## config.mk

```make
export PLATFORM = sky130hd
export DESIGN_NAME = tl_ns_logic
export DESIGN_NICKNAME = d
export VERILOG_FILES = /design/src/rtl/tl_ns_logic.sv
export SDC_FILE = /design/constraint.sdc
export NUM_CORES = 1
export LEC_CHECK = 0
export ABC_CLOCK_PERIOD_IN_PS = 2700
export CAP_MARGIN = 10
export CORE_AREA = 3 3 40 42
export DETAILED_ROUTE_END_ITERATION = 8
export DIE_AREA = 0 0 43 45
export SLEW_MARGIN = 10
export SYNTH_ARGS = -nofsm -noshare
export SYNTH_HDL_FRONTEND = slang
export SYNTH_SLANG_ARGS = --single-unit
```

## constraint.sdc

```tcl
create_clock -name clk -period 2.7 [get_ports clk]
set_input_delay 0.675 -clock clk [delete_from_list [all_inputs] [get_ports clk]]
set_output_delay 0.675 -clock clk [all_outputs]
set_load 0.005 [all_outputs]
```

## src/rtl/tl_ns_logic.sv

```systemverilog
// tl_ns_logic
// Next-state logic and state register for an eight-state, two-street traffic
// light controller. The phases run in a fixed ring, and each street has a
// protected left-turn phase:
//   A green -> A yellow -> A left green -> A left yellow ->
//   B green -> B yellow -> B left green -> B left yellow -> (A green)
// A green phase holds while its own sensor reports traffic. Every yellow
// phase advances unconditionally after one clock.
//
// Ports:
//   clk        rising-edge clock for the state register
//   reset      asynchronous, active-high; forces state to S0 (3'b000)
//   Ta, Tal    street A straight / left-turn traffic present
//   Tb, Tbl    street B straight / left-turn traffic present
//   q2..q0     current registered state (q2 = MSB)
//   d2..d0     combinational next state (d2 = MSB)
module tl_ns_logic (
  input  logic clk,
  input  logic reset,
  input  logic Ta,
  input  logic Tal,
  input  logic Tb,
  input  logic Tbl,
  output logic q2,
  output logic q1,
  output logic q0,
  output logic d2,
  output logic d1,
  output logic d0
);

  typedef enum logic [2:0] {
    S0 = 3'b000,  // A green
    S1 = 3'b001,  // A yellow
    S2 = 3'b010,  // A left green
    S3 = 3'b011,  // A left yellow
    S4 = 3'b100,  // B green
    S5 = 3'b101,  // B yellow
    S6 = 3'b110,  // B left green
    S7 = 3'b111   // B left yellow
  } state_e;

  state_e state_q;
  state_e state_d;

  always_ff @(posedge clk or posedge reset) begin
    if (reset) begin
      state_q <= S0;
    end else begin
      state_q <= state_d;
    end
  end

  // Only the sensor that belongs to the current green phase is examined.
  // All other sensors are ignored in that state.
  always_comb begin
    state_d = state_q;
    unique case (state_q)
      S0: state_d = Ta  ? S0 : S1;
      S1: state_d = S2;
      S2: state_d = Tal ? S2 : S3;
      S3: state_d = S4;
      S4: state_d = Tb  ? S4 : S5;
      S5: state_d = S6;
      S6: state_d = Tbl ? S6 : S7;
      S7: state_d = S0;
    endcase
  end

  assign {q2, q1, q0} = state_q;
  assign {d2, d1, d0} = state_d;

endmodule

```

# ---- After elaboration in Yosys (flattened, before gate mapping)
# Index checks and enable logic that the tools add are counted.
dict set report word_totals {
  ff_bits 3
  input_bits 6
  output_inout_bits 6
  wordCells 14
}
dict set report op_classes {
  eq_ne 7
  mux 5
  n_reduce_logical 1
}
# cell n
set op_table {}
lappend op_table {{$pmux 3 s8} 1}
lappend op_table {{$eq 3x3->1 const B} 4}
lappend op_table {{$eq 3x2->1 const B} 2}
lappend op_table {{$mux 1} 4}
lappend op_table {{$eq 3x1->1 const B} 1}
lappend op_table {{$logic_not 3->1} 1}

# ---- Depth between registers and ports, before layout
# Gate-level depths: netlist of the first run.
dict set report logic_depth {
  word_depth 2
  ltp_mapped 5
}

# ---- Worst setup path after synthesis of the first run
# Ideal clock, no wire load.
dict set report synth_timing {
  path_type {register to output}
  start {reg state_q[1]}
  end {out d0}
  t_arrival_ps 1362
  t_required_ps 2025
  slack_ps 663
  path_stages_with_launch 6
  path_buffers 0
  cell_sequence {dfrtp_1 > inv_1 > ha_1 > or4_1 > a21oi_1 > a211o_2}
}
dict set report synth_via {
  elab_chain_cells 2
  word_cells_on_any_way 9
  classes_between {7 x eq/ne; 1 x mux; 1 x reduce/logical}
}
# item line_no
set synth_rtl {}
lappend synth_rtl {{start, declared} 43} ;# state_e state_q;
lappend synth_rtl {{start signal, assigned} 50} ;# state_q <= state_d;
lappend synth_rtl {{$eq 3x3->1, or another cell as far along} 58} ;# unique case (state_q)
lappend synth_rtl {{$pmux 3 s8 (*)} 58}
lappend synth_rtl {{end, declared} 29} ;# output logic d0
# Every way passes the cells marked *; elsewhere a longest branch is shown, timed or not.

# ---- Final worst setup path of the first run
dict set report layout_timing {
  start {in Ta}
  end {out d0}
}
dict set report layout_via {
  elab_chain_cells 2
}
# item line_no
set layout_rtl {}
lappend layout_rtl {{start, declared} 20} ;# input logic Ta,
lappend layout_rtl {{$mux 1} 59} ;# S0: state_d = Ta ? S0 : S1;
lappend layout_rtl {{$pmux 3 s8} 58}
# Every way passes these cells.

==> results.cfg, run 1 <==
[timing]
setup_viol = 0
drv_slew = 0
clock_skew_ns = 0.000184
rsz0062_at_grt = no
fmax_mhz = 383
final_hold_viol_count = 0
finalCritPeriodShare_pct = 96.8
period_needed_ns = 2.61
worst_slew_pin_slew_ns = 0.173
timing.setup.tns_ns = 0
maxSlewHeadroom_pct = 88.4

[logic_synthesis]
synth_top_area_share_pct = 39.2
synth_compound_area_share_pct = 13.7
synth_largest_area_cell = dfrtp_1
synth_most_common_cell = inv_1
synth-adder-area-share_pct = 26.1
synth.area.top_cells = dfrtp_1, ha_1, inv_1, a211o_2, a21oi_1
syn-instance-count = 20
postSynthAreaPerCell_um2 = 9.57
synth_area_um2 = 191
yosysUniqueCellTypes = 9
synth.net_count = 30
synthSimpleGateAreaFrac_pct = 11.1
synthMuxAreaShare_pct = 0
async_flop_share_pct = 100
synth_seq_cells = 3
seq_area_frac_synth_pct = 39.2
synth_ff_type = dfrtp_1
synth_top_family_by_area = adder cells
synth-xor-area-share_pct = 0
netlist_top_cells_count = inv_1, ha_1, dfrtp_1
synth-edff-count = 0
ys.warnings.count = 0

[cts]
numCtsBuffers = 3
htree_num_levels = 1
cts_root_buffer = clkbuf_4
cts.sinks = 3
path_clk_slew_ns = 0.04
hold_buffers = 0
cts_tree = done
clk_path_buf_depth = 2
clock_latency_ns = 0.23

[critical_path]
slowest_delay_ns = 0.40
worst_path_max_delay_cell = clkdlybuf4s50_1
required_ns = 2.03
end_kind = output pin
crit_type = in2out
crit_path_max_fanout = 2
critPathLaunchType = primary input
crit_chain = clkdlybuf4s50_1, or4_1, a21oi_1, a211o_2, dlygate4sd2_1
arrival_ns = 1.94

[cells_and_area]
top_regs = state_q x3
final_cells = 52
syn2layout_area_growth_pct = 88.2
final_core_util_pct = 28.0
drive_gt1_share_pct = 16.2
largest_register_ffs = 3
num-nets-final = 48
diodes = 0
largest-register = state_q

[floorplanning]
start_util_pct = 14.9
die_w_um = 43
chipHeight_um = 45
io_pins = 12
rows = 13
die_area_um2 = 1940
core-area_um2 = 1280

[route]
wl_per_cell_um = 8.13
drc = 0
drtIter0Drc = 0
drtPass1Iterations = 1
antenna_left = 0
vias_per_cell = 3.75
vias = 195
drt-total-wl_um = 423

[grt]
grt_pass1_vias = 185
grtUsageTotal_pct = 5.50
grt_max_degree = 7
antenna_found_initial = 0
grt_pass1_wl_um = 676
gr-total-overflow = 0

[power]
ir_worst_vdd_mv = 0.413
power_leakage_nw = 0.177
power_density_nw_per_um2 = 1260
totalPowerFinal_w = 0.000453

[status]
outcome = completed

[placed_design]
hpwl_um = 349
dp.cells = 47
portBuffers = 11
gp_congestion = 0.645

[run]
maxCapViolCount = 0

[min_path]
hold_class = reg2reg
## final timing paths
kind	cells after the start	end	start	slack (ns)
setup / recovery	5	d0	Ta	0.09
hold / removal	1	state_q[2]$_DFF_PP0_	state_q[2]$_DFF_PP0_	0.56
setup reg to reg	7	state_q[0]$_DFF_PP0_	state_q[1]$_DFF_PP0_	1.07
hold reg to reg	1	state_q[2]$_DFF_PP0_	state_q[2]$_DFF_PP0_	0.56
max in group asynchronous	2	state_q[0]$_DFF_PP0_	reset	1.97
min in group asynchronous	2	state_q[1]$_DFF_PP0_	reset	0.61
## metal layers
layer / global-route usage, % / wire, um / up-vias
li1: - / - / 100
met1: 3.87 / 177 / 90
met2: 8.38 / 231 / 5
met3: 2.79 / 14 / 0
met4: 9.04 / 0 / 0
met5: 0 / 0 / -
## repair_timing
action,CTS,global route
buffers inserted,1,0
setup endpoints to repair,1,0
gates resized for setup,1,0
## report_power, final
group / switching, W / internal (W)
Clock: 0.0000214 / 0.0000553
Combinational: 0.0000996 / 0.000180
Sequential: 0.0000261 / 0.0000699
Total: 0.000147 / 0.000305
## layout by cell type (no fill, tap or decap), drive strengths merged
cell | synthesis | routed
clkdlybuf4s50 | 0 | 10
inv | 5 | 5
ha | 4 | 4
clkbuf | 0 | 4
dfrtp | 3 | 3
nor3 | 2 | 2
a21oi | 2 | 2
buf | 0 | 2
o22ai | 1 | 1
or4 | 1 | 1
a211o | 1 | 1
nor2 | 1 | 1
dlygate4sd2 | 0 | 1
## worst max-delay path: cells and delay by family
family          cells  cell delay, ns
buf+inv             2            0.62
simple gates        1            0.39
compound gates      2            0.24
## stage by stage
step                hold WS (ns)  setup slack [ns]  instance area [um^2]
floorplan                  0.429             0.663                   191
global placement           0.563            -0.200                   328
detailed placement         0.561            -0.179                   328
CTS                        0.569            0.0708                   360
global route               0.604            0.0317                   360
finish                     0.560            0.0868                   360
## cells by family (layout without fill, tap and decap cells)
family,after synthesis,count (layout)
buf+inv,5,22
fa+ha+maj,4,4
compound gates,4,4
simple gates,4,4
flops,3,3
## layout make-up
cell class / count / area [um^2]
well taps: 15 / 18.8
multi-input cells: 12 / 97.6
fillers: 141 / 925
repair buffers: 13 / 124
flip-flops and latches: 3 / 75.1
inverters: 5 / 18.8
clock buffers: 4 / 26.3
(Power assumes the default switching activity.)
==> run 2: changes to the inputs <==
--- a/config.mk
+++ b/config.mk
@@ -8,6 +8,7 @@
 export ABC_CLOCK_PERIOD_IN_PS = 2700
 export CAP_MARGIN = 10
 export CORE_AREA = 3 3 40 42
+export CTS_CLUSTER_SIZE = 14
 export DETAILED_ROUTE_END_ITERATION = 8
 export DIE_AREA = 0 0 43 45
 export SLEW_MARGIN = 10
==> results of run 2 <==
No change in the layout: final DEF, timing and power equal those of run 1.
